==> src/rtl/serial_alu_ctrl_if.sv <==
// Command/result handshake bundle for serial_alu_ctrl.
// The master side issues commands and consumes results.
interface serial_alu_ctrl_if #(
   parameter int WIDTH = 16
);
   logic             in_valid;
   logic             in_ready;
   logic [WIDTH-1:0] op_a;
   logic [WIDTH-1:0] op_b;
   logic [1:0]       op_sel;
   logic             out_valid;
   logic             out_ready;
   logic [WIDTH-1:0] result;
   logic             carry;
   logic             zero;
   logic             overflow;

   modport master (
      output in_valid, op_a, op_b, op_sel, out_ready,
      input  in_ready, out_valid, result, carry, zero, overflow
   );

   modport slave (
      input  in_valid, op_a, op_b, op_sel, out_ready,
      output in_ready, out_valid, result, carry, zero, overflow
   );
endinterface

==> src/rtl/serial_alu_ctrl.sv <==
// Bit-serial sequencer around an external 1-bit ALU slice: LSB-first, one bit per clock.
//
// state  | meaning
// IDLE   | waiting for a command; in_ready high
// RUN    | feeding one operand bit pair per cycle to the slice
// DONE   | result held on the bus until out_ready
module serial_alu_ctrl #(
   parameter int WIDTH = 16
) (
   input  logic clk,
   input  logic rst_n,
   serial_alu_ctrl_if.slave bus,
   output logic slice_a,
   output logic slice_b,
   output logic slice_cin,
   output logic slice_s0,
   output logic slice_s1,
   input  logic slice_result,
   input  logic slice_cout
);
   localparam int CNT_W = (WIDTH > 2) ? $clog2(WIDTH) : 1;
   localparam logic [CNT_W-1:0] CNT_LAST = CNT_W'(WIDTH - 1);

   typedef enum logic [1:0] {S_IDLE, S_RUN, S_DONE} state_t;

   state_t           state_q, state_d;
   logic [WIDTH-1:0] a_q, a_d;
   logic [WIDTH-1:0] b_q, b_d;
   logic [WIDTH-1:0] res_q, res_d;
   logic [1:0]       op_q, op_d;
   logic [CNT_W-1:0] cnt_q, cnt_d;
   logic             cy_q, cy_d;
   logic             ovf_q, ovf_d;

   always_ff @(posedge clk or negedge rst_n) begin
      if (!rst_n) begin
         state_q <= S_IDLE;
         a_q     <= '0;
         b_q     <= '0;
         res_q   <= '0;
         op_q    <= '0;
         cnt_q   <= '0;
         cy_q    <= 1'b0;
         ovf_q   <= 1'b0;
      end else begin
         state_q <= state_d;
         a_q     <= a_d;
         b_q     <= b_d;
         res_q   <= res_d;
         op_q    <= op_d;
         cnt_q   <= cnt_d;
         cy_q    <= cy_d;
         ovf_q   <= ovf_d;
      end
   end

   always_comb begin
      state_d   = state_q;
      a_d       = a_q;
      b_d       = b_q;
      res_d     = res_q;
      op_d      = op_q;
      cnt_d     = cnt_q;
      cy_d      = cy_q;
      ovf_d     = ovf_q;
      slice_a   = 1'b0;
      slice_b   = 1'b0;
      slice_cin = 1'b0;

      unique case (state_q)
         S_IDLE: begin
            if (bus.in_valid) begin
               a_d     = bus.op_a;
               b_d     = bus.op_b;
               op_d    = bus.op_sel;
               cnt_d   = '0;
               res_d   = '0;
               cy_d    = bus.op_sel[1] & bus.op_sel[0];
               ovf_d   = 1'b0;
               state_d = S_RUN;
            end
         end
         S_RUN: begin
            slice_a   = a_q[0];
            slice_b   = b_q[0];
            slice_cin = cy_q;
            a_d       = a_q >> 1;
            b_d       = b_q >> 1;
            res_d     = {slice_result, res_q[WIDTH-1:1]};
            // logic ops never report a carry, whatever the slice says
            cy_d      = op_q[1] & slice_cout;
            cnt_d     = cnt_q + CNT_W'(1);
            if (cnt_q == CNT_LAST) begin
               ovf_d   = op_q[1] & (cy_q ^ slice_cout);
               state_d = S_DONE;
            end
         end
         S_DONE: begin
            if (bus.out_ready) begin
               state_d = S_IDLE;
            end
         end
         default: state_d = S_IDLE;
      endcase
   end

   assign slice_s0      = op_q[0];
   assign slice_s1      = op_q[1];
   assign bus.in_ready  = (state_q == S_IDLE);
   assign bus.out_valid = (state_q == S_DONE);
   assign bus.result    = res_q;
   assign bus.carry     = cy_q;
   assign bus.overflow  = ovf_q;
   assign bus.zero      = (res_q == '0);
endmodule

==> src/flat_wrapper.sv <==
// flat-port wrapper written by rule: the top's interface ports become plain ports
module serial_alu_ctrl_flat 
#(
   parameter int WIDTH = 16
)
  (clk, rst_n, slice_a, slice_b, slice_cin, slice_s0, slice_s1, slice_result, slice_cout, bus_in_valid, bus_op_a, bus_op_b, bus_op_sel, bus_out_ready, bus_in_ready, bus_out_valid, bus_result, bus_carry, bus_zero, bus_overflow);
  serial_alu_ctrl_if #(.WIDTH(WIDTH)) bus_i ();
  input  logic clk;
  input  logic rst_n;
  output logic slice_a;
  output logic slice_b;
  output logic slice_cin;
  output logic slice_s0;
  output logic slice_s1;
  input  logic slice_result;
  input  logic slice_cout;
  input wire logic [$bits(bus_i.in_valid)-1:0] bus_in_valid;
  input wire logic [$bits(bus_i.op_a)-1:0] bus_op_a;
  input wire logic [$bits(bus_i.op_b)-1:0] bus_op_b;
  input wire logic [$bits(bus_i.op_sel)-1:0] bus_op_sel;
  input wire logic [$bits(bus_i.out_ready)-1:0] bus_out_ready;
  output wire logic [$bits(bus_i.in_ready)-1:0] bus_in_ready;
  output wire logic [$bits(bus_i.out_valid)-1:0] bus_out_valid;
  output wire logic [$bits(bus_i.result)-1:0] bus_result;
  output wire logic [$bits(bus_i.carry)-1:0] bus_carry;
  output wire logic [$bits(bus_i.zero)-1:0] bus_zero;
  output wire logic [$bits(bus_i.overflow)-1:0] bus_overflow;
  assign bus_i.in_valid = bus_in_valid;
  assign bus_i.op_a = bus_op_a;
  assign bus_i.op_b = bus_op_b;
  assign bus_i.op_sel = bus_op_sel;
  assign bus_i.out_ready = bus_out_ready;
  assign bus_in_ready = bus_i.in_ready;
  assign bus_out_valid = bus_i.out_valid;
  assign bus_result = bus_i.result;
  assign bus_carry = bus_i.carry;
  assign bus_zero = bus_i.zero;
  assign bus_overflow = bus_i.overflow;
  serial_alu_ctrl #(.WIDTH(WIDTH)) u_core (.clk(clk), .rst_n(rst_n), .bus(bus_i), .slice_a(slice_a), .slice_b(slice_b), .slice_cin(slice_cin), .slice_s0(slice_s0), .slice_s1(slice_s1), .slice_result(slice_result), .slice_cout(slice_cout));
endmodule
==> config.mk <==
export PLATFORM = sky130hd
export DESIGN_NAME = serial_alu_ctrl_flat
export DESIGN_NICKNAME = d
export VERILOG_FILES = /design/src/rtl/serial_alu_ctrl_if.sv /design/src/rtl/serial_alu_ctrl.sv /design/src/flat_wrapper.sv
export SDC_FILE = /design/constraint.sdc
export NUM_CORES = 1
export LEC_CHECK = 0
export CORE_UTILIZATION = 36
export CTS_CLUSTER_DIAMETER = 30
export DETAILED_ROUTE_END_ITERATION = 6
export GPL_ROUTABILITY_DRIVEN = 0
export PLACE_DENSITY_LB_ADDON = 0.15
export RECOVER_POWER = 50
export SLEW_MARGIN = 0
export SYNTH_ARGS = -nofsm -noshare
export SYNTH_HDL_FRONTEND = slang
export SYNTH_SLANG_ARGS = --single-unit
==> constraint.sdc <==
create_clock -name clk -period 1.7 [get_ports clk]
set_input_delay 0.34 -clock clk [delete_from_list [all_inputs] [get_ports clk]]
set_output_delay 0.34 -clock clk [all_outputs]
set_load 0.02 [all_outputs]
---- Word level (Yosys, flattened, before mapping) ----
Cells that the tools add are included.
operators by class
  muxes and demuxes ....................... 20
  reductions and logical operators ........ 7
  $add $sub $neg .......................... 1
  eq/ne operators ......................... 6
  bitwise operators ....................... 4
operators by type and width
  cell                                                                      number
  16-bit one-hot mux with 2 select lines                                    3
  16-bit two-way mux                                                        3
  16-bit logical NOT                                                        1
  4-bit one-hot mux with 2 select lines                                     1
  1-bit two-way mux                                                         6
  2-bit two-way mux                                                         3
  2-bit one-hot mux with 3 select lines                                     1
  3-bit AND reduction                                                       2
  4-bit by 1-bit adder with 4-bit output (second input constant)            1
  4-bit == test (second input constant)                                     1
  4-bit two-way mux                                                         1
  2-bit inequality test (second input constant)                             2
  1-bit one-hot mux with 2 select lines                                     2
  2-bit AND reduction                                                       2
  1-bit AND                                                                 3
  2-bit by 1-bit == test with 1-bit output (second input constant)          1
  2-bit == test (second input constant)                                     1
  2-bit logical NOT                                                         1
  2-bit by 1-bit inequality test with 1-bit output (second input constant)  1
  2-bit nonzero test                                                        1
  1-bit bitwise XOR                                                         1
storage, ports and cells
  register bits ........................... 58
  logic and storage cells ................. 46
  input bits .............................. 40
  output and inout bits ................... 26

---- Logic depth before layout (Yosys ltp) ----
Gate-level depths: netlist (run 1).
  word-level depth ........................ 4
  gate-level depth with buffers ........... 5
  depth with buffers taken out ............ 4

---- Worst setup path before layout (run 1) ----
OpenSTA, ideal clock, no wires.
  path type ............................... reg2out
  from .................................... reg u_core.state_q[0]
  to ...................................... out slice_a
  data arrival time ....................... 1130 ps
  slack ................................... 230 ps
  stages on the path, launching flop included .. 5
  buffers on the path ..................... 2
  data required time ...................... 1360 ps
  cells stage by stage .................... dfrtp_1 -> nor2b_1 -> buf_2 -> buf_2 -> and2_1
between the ends
  cells in the longest elaborated chain, start to end .. 2
ends and longest elaborated chain
  item                                      line                   RTL
  start: declaration                        serial_alu_ctrl.sv:26  state_t state_q, state_d;
  start signal: assignment                  serial_alu_ctrl.sv:46  state_q <= state_d;
  2-bit by 1-bit == test with 1-bit output  serial_alu_ctrl.sv:70  unique case (state_q)
  1-bit two-way mux                         serial_alu_ctrl.sv:70
  end: declaration                          flat_wrapper.sv:10     output logic slice_a;
No other way between the ends.

---- Worst setup path in the final report (run 1) ----
  from .................................... reg u_core.res_q[4], in the netlist u_core.bus.result[4]
  to ...................................... out bus_zero
between the ends
  cells in the longest elaborated chain, start to end .. 1
ends and longest elaborated chain
  item                      line                    RTL
  start: declaration        serial_alu_ctrl.sv:29   logic [WIDTH-1:0] res_q, res_d;
  start signal: assignment  serial_alu_ctrl.sv:49   res_q <= res_d;
  16-bit logical NOT        serial_alu_ctrl.sv:114  assign bus.zero = (res_q == '0);
  end: declaration          flat_wrapper.sv:26      output wire logic [$bits(bus_i.zero)-1:0] bus_zero;
No other way between the ends.

==> impl_metrics.env, run 1 <==
export IMPL_io_buffers=65
export IMPL_start_util_pct=38.27
export IMPL_rsz0062_at_grt="yes"
export IMPL_drt_iter0_drc=177
export IMPL_cp_top_family="simple AND/OR/NAND/NOR gates"
export IMPL_violations="setup timing"
export IMPL_min_path_type="in2async"
export IMPL_hpwl_um=3993
export IMPL_die_width_um=87.92
export IMPL_cts_tree="done"
export IMPL_drt_wirelength_per_cell_um=13.59
export IMPL_fin_nets=394
export IMPL_worst_path_buf_inv=1
export IMPL_area_growth_pct=37.48
export IMPL_instances_no_fill=453
export IMPL_status="complete, but fails checks"
export IMPL_antenna_cells=0
export IMPL_ys_seq_area_share_pct=54.61
export IMPL_p_leak_nw=1.685
export IMPL_cts_sinks=58
export IMPL_core_area_um2=6944
export IMPL_clockBufferDepth=2
export IMPL_synth_area_um2=2658
export IMPL_ir_drop_mv=0.7666
export IMPL_ant_nets=0
export IMPL_die_h_um=87.92
export IMPL_routed_wl_um=6155
export IMPL_endpoint_kind="primary output"
export IMPL_p_per_area_nw_per_um2=1857
export IMPL_crit_type="reg2out"
export IMPL_first_pass_iters=4
export IMPL_max_stage_delay_ns=0.39
export IMPL_ioPinCount=66
export IMPL_finalCritPeriodShare_pct=101.5
export IMPL_finalSetupViolations=2
export IMPL_drv_cap=0
export IMPL_worst_slew_pin_slew_ns=1.438
export IMPL_drv_slew=0
export IMPL_fin_util_pct=52.61
export IMPL_period_needed_ns=1.725
export IMPL_ys_flop_type="dfrtp_1"
export IMPL_final_common_cell="dfrtp_1"
export IMPL_postSynth_asyncResetShare_pct=100.0
export IMPL_finalClockSkew_ns=0.006371
export IMPL_htree_levels=3
export IMPL_die_area_um2=7730
export IMPL_worst_skew_pair_late_latency_ns=0.33
export IMPL_crit_start="u_core.bus.result[4]$_DFFE_PN0P_"
export IMPL_synth_cell_types=27
export IMPL_drive_gt1_share_pct=19.61
export IMPL_max_slew_margin_pct=4.166
export IMPL_slowest_stage="dfrtp_1"
export IMPL_grt_max_degree=59
export IMPL_fin_ws_ns=-0.02539
export IMPL_route_detailed_drc=0
export IMPL_worstPathCellList="nor4_2 -> and4_1 -> buf_6"
export IMPL_cts_root_buf="clkbuf_8"
export IMPL_cp_required_ns=1.36
export IMPL_syn_inst=270
export IMPL_post_drt_via_cell_ratio=4.898
export IMPL_cts_setup_buffers=0
export IMPL_fmax_mhz=579.6
export IMPL_synth_warnings=0
export IMPL_total_power_mw=6.784
export IMPL_grt_use_total_pct=17.58
export IMPL_crit_fanout=2
export IMPL_synth_edf_count=0
export IMPL_finalHoldViolCount=0
export IMPL_ys_ff_latch=58
export IMPL_rr_startpoint="u_core.state_q[1]$_DFFE_PN0P_"
export IMPL_syn_num_nets=311
export IMPL_numCtsBuffers=9
export IMPL_final_cell_mix="dfrtp_1, nand2_1, clkdlybuf4s50_1"
export IMPL_num_rows=30
export IMPL_dpl_cell_count=438
export IMPL_dr_total_vias=2219
export IMPL_avgSynthCellArea_um2=9.843
export IMPL_start_kind="flip-flop"
export IMPL_grt_overflow=0
export IMPL_grt_pass1_wl_um=10150
export IMPL_cp_arrival_ns=1.39
export IMPL_antenna_found_initial=0
export IMPL_grt_pass1_vias=2200
export IMPL_path_clk_slew_ns=0.06
[metrics by stage]
| stage | setup slack [ns] | area [µm²] | setup TNS, ns | hold WS [ns] |
|---|---|---|---|---|
| final | -0.02539 | 3654 | -0.03563 | 0.4297 |
| after global routing | -0.1000 | 3654 | -0.5834 | 0.5223 |
| after CTS | -0.03470 | 3725 | -0.03470 | 0.02026 |
| after detailed placement | -0.1847 | 3582 | -7.378 | 0.3745 |
| after global placement | -0.1713 | 3582 | -7.350 | 0.3694 |
| after floorplan | 0.2298 | 2658 | 0 | 0.04441 |
[path summary, 6_finish.rpt]
check                                             endpoint  slack (ns)  cells past startpoint
setup / recovery                                  bus_zero       -0.03                      3
hold / removal                   u_core.b_q[4]$_DFFE_PN0P_        0.43                      2
setup reg to reg           u_core.bus.overflow$_DFFE_PN0P_       -0.01                      4
hold reg to reg                 u_core.op_q[0]$_DFFE_PN0P_        0.48                      2
max in group asynchronous        u_core.a_q[1]$_DFFE_PN0P_        0.41                      2
min in group clk                u_core.op_q[0]$_DFFE_PN0P_        0.48                      2
[final cells by class]
class                   count  area [µm²]
well taps                  96       120.1
clock buffers              12       155.1
fillers                   671        3291
flip-flops and latches     58        1451
multi-input cells         189        1097
inverters                   2       7.507
repair buffers             93       807.0
clock inverters             3       15.01
[timing repair]
action	4_1_cts	5_1_grt
hold buffers	0	0
setup endpoints to repair	24	3
cloned	0	0
gates resized for setup	41	3
[worst reg2reg max path, delay by kind of cell (launching register included)]
family / cells / cell delay [ns]
buffers and inverters: 1 / 0.52
DFF: 1 / 0.40
muxes: 1 / 0.18
and+or+nand+nor: 2 / 0.49
[state kept, by name, indices dropped and copies added (netlist names)]
name                 count
u_core.a_q              16
u_core.b_q              16
u_core.bus.result       16
u_core.cnt_q             4
u_core.op_q              2
u_core.state_q           2
u_core.bus.carry         1
u_core.bus.overflow      1
[cells in the mapped netlist (3+ instances only)]
| library cell | n | area share (%) |
|---|---|---|
| dfrtp_1 | 58 | 55 |
| buf_2 | 17 | 3.2 |
| mux2i_1 | 3 | 1.1 |
| nor4_1 | 4 | 0.94 |
| nor3_1 | 29 | 5.5 |
| nor2_1 | 30 | 4.2 |
| nand3_1 | 23 | 4.3 |
| o22ai_1 | 9 | 2.1 |
| and2_1 | 3 | 0.71 |
| buf_6 | 4 | 1.7 |
| nand2_1 | 51 | 7.2 |
| o22ai_2 | 20 | 9.4 |
[where the power goes]
group | switching [mW] | internal [mW]
clock network | 0.515 | 0.592
logic | 1.77 | 1.47
registers | 0.413 | 2.02
[logic make-up after synthesis]
logic type,synth area share [%]
mux,1.130
xor+xnor,0.3296
compound gates,12.85
buf+inv,5.179
flops,54.61
fa+ha+maj,0.4707
simple gates,25.42
[metal layers]
| layer | global-route usage [%] | up-vias | part of all wire (%) |
|---|---|---|---|
| li1 | - | 1104 | - |
| met1 | 22.21 | 1066 | 49 |
| met2 | 28.12 | 44 | 45 |
| met3 | 4.807 | 5 | 4.3 |
| met4 | 8.048 | 0 | 1.3 |
| met5 | 0 | - | 0 |
No activity file was read; power rests on OpenSTA's default activity.
==> run 2: changes to the inputs <==
- PLACE_DENSITY_LB_ADDON: 0.15 -> 0.2
==> run 2 against run 1 <==
Against the previous run: the flow still finishes with violations (setup timing); power increased by 0.55%; maximum frequency increased by 0.68%; setup slack improved by 0.012 ns; combinational power increased by 2%; critical path type unchanged; highest routed layer unchanged.
==> impl_metrics.env, run 2 (synthesis results as in run 1) <==
export IMPL_io_buffers=65
export IMPL_p_leak_nw=1.718
export IMPL_drt_iter0_drc=109
export IMPL_fin_ws_ns=-0.01381
export IMPL_grt_max_degree=36
export IMPL_final_common_cell="dfrtp_1"
export IMPL_finalSetupViolations=1
export IMPL_cts_sinks=58
export IMPL_die_width_um=87.92
export IMPL_whs_ns=0.4898
export IMPL_dr_total_vias=2235
export IMPL_worst_slew_pin_slew_ns=1.074
export IMPL_num_rows=30
export IMPL_drv_cap=0
export IMPL_area_growth_pct=39.50
export IMPL_worst_skew_pair_late_latency_ns=0.32
export IMPL_cts_root_buf="clkbuf_8"
export IMPL_rr_startpoint="u_core.state_q[1]$_DFFE_PN0P_"
export IMPL_die_area_um2=7730
export IMPL_min_path_type="reg2reg"
export IMPL_finalHoldViolCount=0
export IMPL_hpwl_um=4229
export IMPL_r2r_end="u_core.bus.carry$_DFFE_PN0P_"
export IMPL_routed_wl_um=6146
export IMPL_crit_fanout=2
export IMPL_drv_slew=0
export IMPL_finalClockSkew_ns=0.003602
export IMPL_hp_start="u_core.op_q[0]$_DFFE_PN0P_"
export IMPL_die_h_um=87.92
export IMPL_dpl_cell_count=444
export IMPL_cp_required_ns=1.36
export IMPL_route_detailed_drc=0
export IMPL_violations="setup timing"
export IMPL_core_area_um2=6944
export IMPL_numCtsBuffers=9
export IMPL_fin_util_pct=53.39
export IMPL_period_needed_ns=1.714
export IMPL_drive_gt1_share_pct=20.49
export IMPL_grt_overflow=0
export IMPL_path_clk_slew_ns=0.06
export IMPL_final_cell_mix="dfrtp_1, nand2_1, clkdlybuf4s50_1"
export IMPL_fin_nets=402
export IMPL_instances_no_fill=462
export IMPL_fmax_mhz=583.5
export IMPL_rsz0062_at_grt="yes"
export IMPL_post_drt_via_cell_ratio=4.838
export IMPL_min_to="u_core.op_q[0]$_DFFE_PN0P_"
export IMPL_drt_wirelength_per_cell_um=13.30
export IMPL_antenna_found_initial=0
export IMPL_cts_tree="done"
export IMPL_antenna_cells=0
export IMPL_endpoint_kind="primary output"
export IMPL_grt_use_total_pct=17.50
export IMPL_finalCritPeriodShare_pct=100.8
export IMPL_ff2ff_setup_slack_ns=0.02
export IMPL_ant_nets=0
export IMPL_first_pass_iters=4
export IMPL_ff2ff_path_depth=5
export IMPL_holdPathStages=2
export IMPL_start_kind="flip-flop"
export IMPL_max_slew_margin_pct=28.41
export IMPL_p_per_area_nw_per_um2=1840
export IMPL_grt_pass1_wl_um=10290
export IMPL_crit_type="reg2out"
export IMPL_ioPinCount=66
export IMPL_cp_arrival_ns=1.37
export IMPL_ir_drop_mv=0.8895
export IMPL_htree_levels=3
export IMPL_status="complete, but fails checks"
export IMPL_grt_pass1_vias=2200
export IMPL_start_util_pct=38.27
export IMPL_clockBufferDepth=2
[run 2: cell count changes in the layout (fill, tap and decap cells not counted), sizes merged]
cell,previous run,this run
buf,25,30
dlygate4sd3,0,1
clkdlybuf4s15,1,0
dlygate4sd2,18,19
clkbuf,21,24
[run 2: worst max-delay path by stage]
stage	endpoint	slack [ns]	start
floorplan	slice_a	0.23	u_core.state_q[0]$_DFFE_PN0P_
global placement	u_core.a_q[2]$_DFFE_PN0P_	-0.17	bus_in_valid
detailed placement	u_core.bus.carry$_DFFE_PN0P_	-0.18	bus_in_valid
CTS	bus_zero	-0.05	u_core.bus.result[12]$_DFFE_PN0P_
global route	bus_zero	-0.09	u_core.bus.result[9]$_DFFE_PN0P_
finish	bus_zero	-0.01	u_core.bus.result[9]$_DFFE_PN0P_
[run 2: timing repair]
item	4_1_cts	5_1_grt
endpoints found under the setup margin	24	2
gates resized for setup	40	3
pin swaps	0	2
hold buffers	1	0
endpoints found under the hold margin	16	0
setup buffers	1	0
[run 2: layout make-up]
cell class	count	area [µm²]
Fill cell	655	3237
Sequential cell	58	1451
Multi-Input combinational cell	189	1097
Timing Repair Buffer	101	867.1
Clock buffer	13	148.9
Tap cell	96	120.1
Clock inverter	3	15.01
Inverter	2	7.507
[run 2: critical path, stage by stage (launching register included)]
cell,delay [ns]
dfrtp_1,0.39
nor4_2,0.30
and4_1,0.25
buf_6,0.12
[run 2: power breakdown]
part           internal [mW]  total [mW]  switching, mW
clock                  0.563        1.08          0.513
sequential              2.03        2.44          0.417
combinational           1.53        3.30           1.77
total                   4.12        6.82           2.70
[run 2: per-layer routing]
layer | wire, µm | track usage, % | vias to the layer above
met1 | 2937 | 23.76 | 1058
met2 | 2870 | 27.06 | 52
met5 | 0 | 0 | -
met3 | 255 | 3.110 | 6
met4 | 82 | 8.495 | 0
li1 | - | - | 1119
[run 2: through the flow]
step	instance area [µm²]	setup slack (ns)	setup TNS [ns]	total power, mW
floorplan	2658	0.2298	0	4.594
CTS	3741	-0.05130	-0.05130	6.958
global route	3707	-0.08501	-1.729	7.343
global placement	3590	-0.1668	-7.540	5.928
finish	3707	-0.01381	-0.01381	6.821
detailed placement	3590	-0.1780	-7.435	6.005
==> run 3: changes to the inputs <==
- PLACE_DENSITY: default -> 0.65
- PLACE_DENSITY_LB_ADDON: 0.2 -> default
==> run 3 against run 2 <==
Against the previous run: the flow still finishes with violations (setup timing); critical path type unchanged; largest cell class unchanged; sequential cell count did not move; cell count fell by 1.1%; cell area grew 0.30%; critical endpoint unchanged; combinational power grew 2%; critical path depth is the same; sequential share of layout area decreased by 0.12 points; global-route usage is essentially flat.
==> impl_metrics.env, run 3 (synthesis results as in run 1) <==
export IMPL_drv_cap=0
export IMPL_final_common_cell="dfrtp_1"
export IMPL_final_cell_mix="dfrtp_1, nand2_1, clkdlybuf4s50_1"
export IMPL_cp_arrival_ns=1.39
export IMPL_grt_pass1_vias=2234
export IMPL_antenna_cells=0
export IMPL_core_area_um2=6944
export IMPL_r2r_end="u_core.a_q[4]$_DFFE_PN0P_"
export IMPL_grt_use_total_pct=17.51
export IMPL_stdcell_area_um2=3719
export IMPL_crit_fanout=2
export IMPL_start_util_pct=38.27
export IMPL_ioPinCount=66
export IMPL_area_growth_pct=39.92
export IMPL_dr_total_vias=2240
export IMPL_slowest_stage="dfrtp_1"
export IMPL_cp_required_ns=1.36
export IMPL_die_h_um=87.92
export IMPL_fin_ws_ns=-0.03221
export IMPL_status="complete, but fails checks"
export IMPL_die_width_um=87.92
export IMPL_routed_wl_um=6203
export IMPL_max_stage_delay_ns=0.38
export IMPL_p_per_area_nw_per_um2=1875
export IMPL_finalClockSkew_ns=0.006324
export IMPL_cts_root_buf="clkbuf_8"
export IMPL_start_kind="flip-flop"
export IMPL_antenna_found_initial=0
export IMPL_max_slew_margin_pct=3.936
export IMPL_ir_drop_mv=0.7113
export IMPL_finalHoldViolCount=0
export IMPL_dpl_cell_area_um2=3565
export IMPL_numCtsBuffers=9
export IMPL_fmax_mhz=577.3
export IMPL_worst_skew_pair_late_latency_ns=0.33
export IMPL_fin_util_pct=53.55
export IMPL_grt_pass1_wl_um=10270
export IMPL_min_path_type="in2async"
export IMPL_rr_startpoint="u_core.state_q[1]$_DFFE_PN0P_"
export IMPL_post_drt_via_cell_ratio=4.902
export IMPL_ff2ff_setup_slack_ns=0.03
export IMPL_period_needed_ns=1.732
export IMPL_num_rows=30
export IMPL_path_clk_slew_ns=0.06
export IMPL_rsz0062_at_grt="yes"
export IMPL_endpoint_kind="primary output"
export IMPL_drt_iter0_drc=117
export IMPL_cts_tree="done"
export IMPL_worst_slew_pin_slew_ns=1.441
export IMPL_violations="setup timing"
export IMPL_ff2ff_path_depth=5
export IMPL_first_pass_iters=5
export IMPL_cts_sinks=58
export IMPL_crit_type="reg2out"
export IMPL_die_area_um2=7730
export IMPL_finalSetupViolations=2
export IMPL_pre_cts_slack_ns=-0.1867
export IMPL_route_detailed_drc=0
export IMPL_worstPathCellList="nor4_1 -> and4_1 -> buf_6"
export IMPL_ant_nets=0
export IMPL_p_leak_nw=1.720
export IMPL_hpwl_um=3895
export IMPL_clockBufferDepth=2
export IMPL_htree_levels=3
export IMPL_grt_overflow=0
export IMPL_finalCritPeriodShare_pct=101.9
export IMPL_grt_max_degree=59
export IMPL_fin_nets=397
export IMPL_drt_wirelength_per_cell_um=13.57
export IMPL_drv_slew=0
export IMPL_io_buffers=65
export IMPL_drive_gt1_share_pct=21.61
export IMPL_total_power_mw=6.973
## run 3: metrics by stage
step / setup TNS, ns / cells / hold WS (ns)
after global routing: -0.2339 / 457 / 0.5196
final: -0.05959 / 457 / 0.4332
after detailed placement: -7.721 / 439 / 0.3718
after floorplan: 0 / 270 / 0.04441
after global placement: -6.361 / 439 / 0.3679
after CTS: -0.1771 / 456 / 0.01266
## run 3: power breakdown
part / switching, mW / leakage [nW] / internal (mW)
Clock: 0.513 / 0.0965 / 0.645
Sequential: 0.421 / 0.710 / 2.02
Combinational: 1.79 / 0.914 / 1.58
## run 3: worst max-delay path, delay by kind of cell, from the launching register on
kind / cells / cell delay [ns]
simple gates: 2 / 0.57
buf+inv: 1 / 0.12
flops: 1 / 0.38
## run 3: cell type report
| class | instances | area, µm² |
|---|---|---|
| fill | 670 | 3226 |
| sequential | 58 | 1451 |
| multi-input combinational | 189 | 1104 |
| timing repair buffer | 96 | 853.3 |
| clock buffer | 14 | 172.7 |
| tap | 96 | 120.1 |
| clock inverter | 2 | 10.01 |
| inverter | 2 | 7.507 |
## run 3: repair_timing
| action | 4_1_cts | 5_1_grt |
|---|---|---|
| setup endpoints to repair | 24 | 8 |
| hold buffers | 0 | 0 |
| gates cloned | 0 | 1 |
| pin swaps | 0 | 2 |
| buffers inserted | 1 | 0 |
| resized for setup | 39 | 12 |
## run 3: how the worst max path moves through the flow
stage,from,to,slack [ns],cells past startpoint
detailed placement,bus_in_valid,u_core.a_q[0]$_DFFE_PN0P_,-0.19,5
global placement,u_core.bus.result[7]$_DFFE_PN0P_,bus_zero,-0.16,3
CTS,u_core.bus.result[12]$_DFFE_PN0P_,bus_zero,-0.17,3
floorplan,u_core.state_q[0]$_DFFE_PN0P_,slice_a,0.23,4
global route,u_core.bus.result[9]$_DFFE_PN0P_,bus_zero,-0.11,3
finish,u_core.bus.result[7]$_DFFE_PN0P_,bus_zero,-0.03,3
## run 3: routing by layer
| metal | share of wire (%) | vias to the layer above | GRT usage, % |
|---|---|---|---|
| met5 | 0 | - | 0 |
| met4 | 1.7 | 0 | 9.985 |
| met3 | 4.1 | 7 | 3.110 |
| met2 | 45 | 54 | 25.16 |
| met1 | 49 | 1065 | 24.83 |
| li1 | - | 1114 | - |
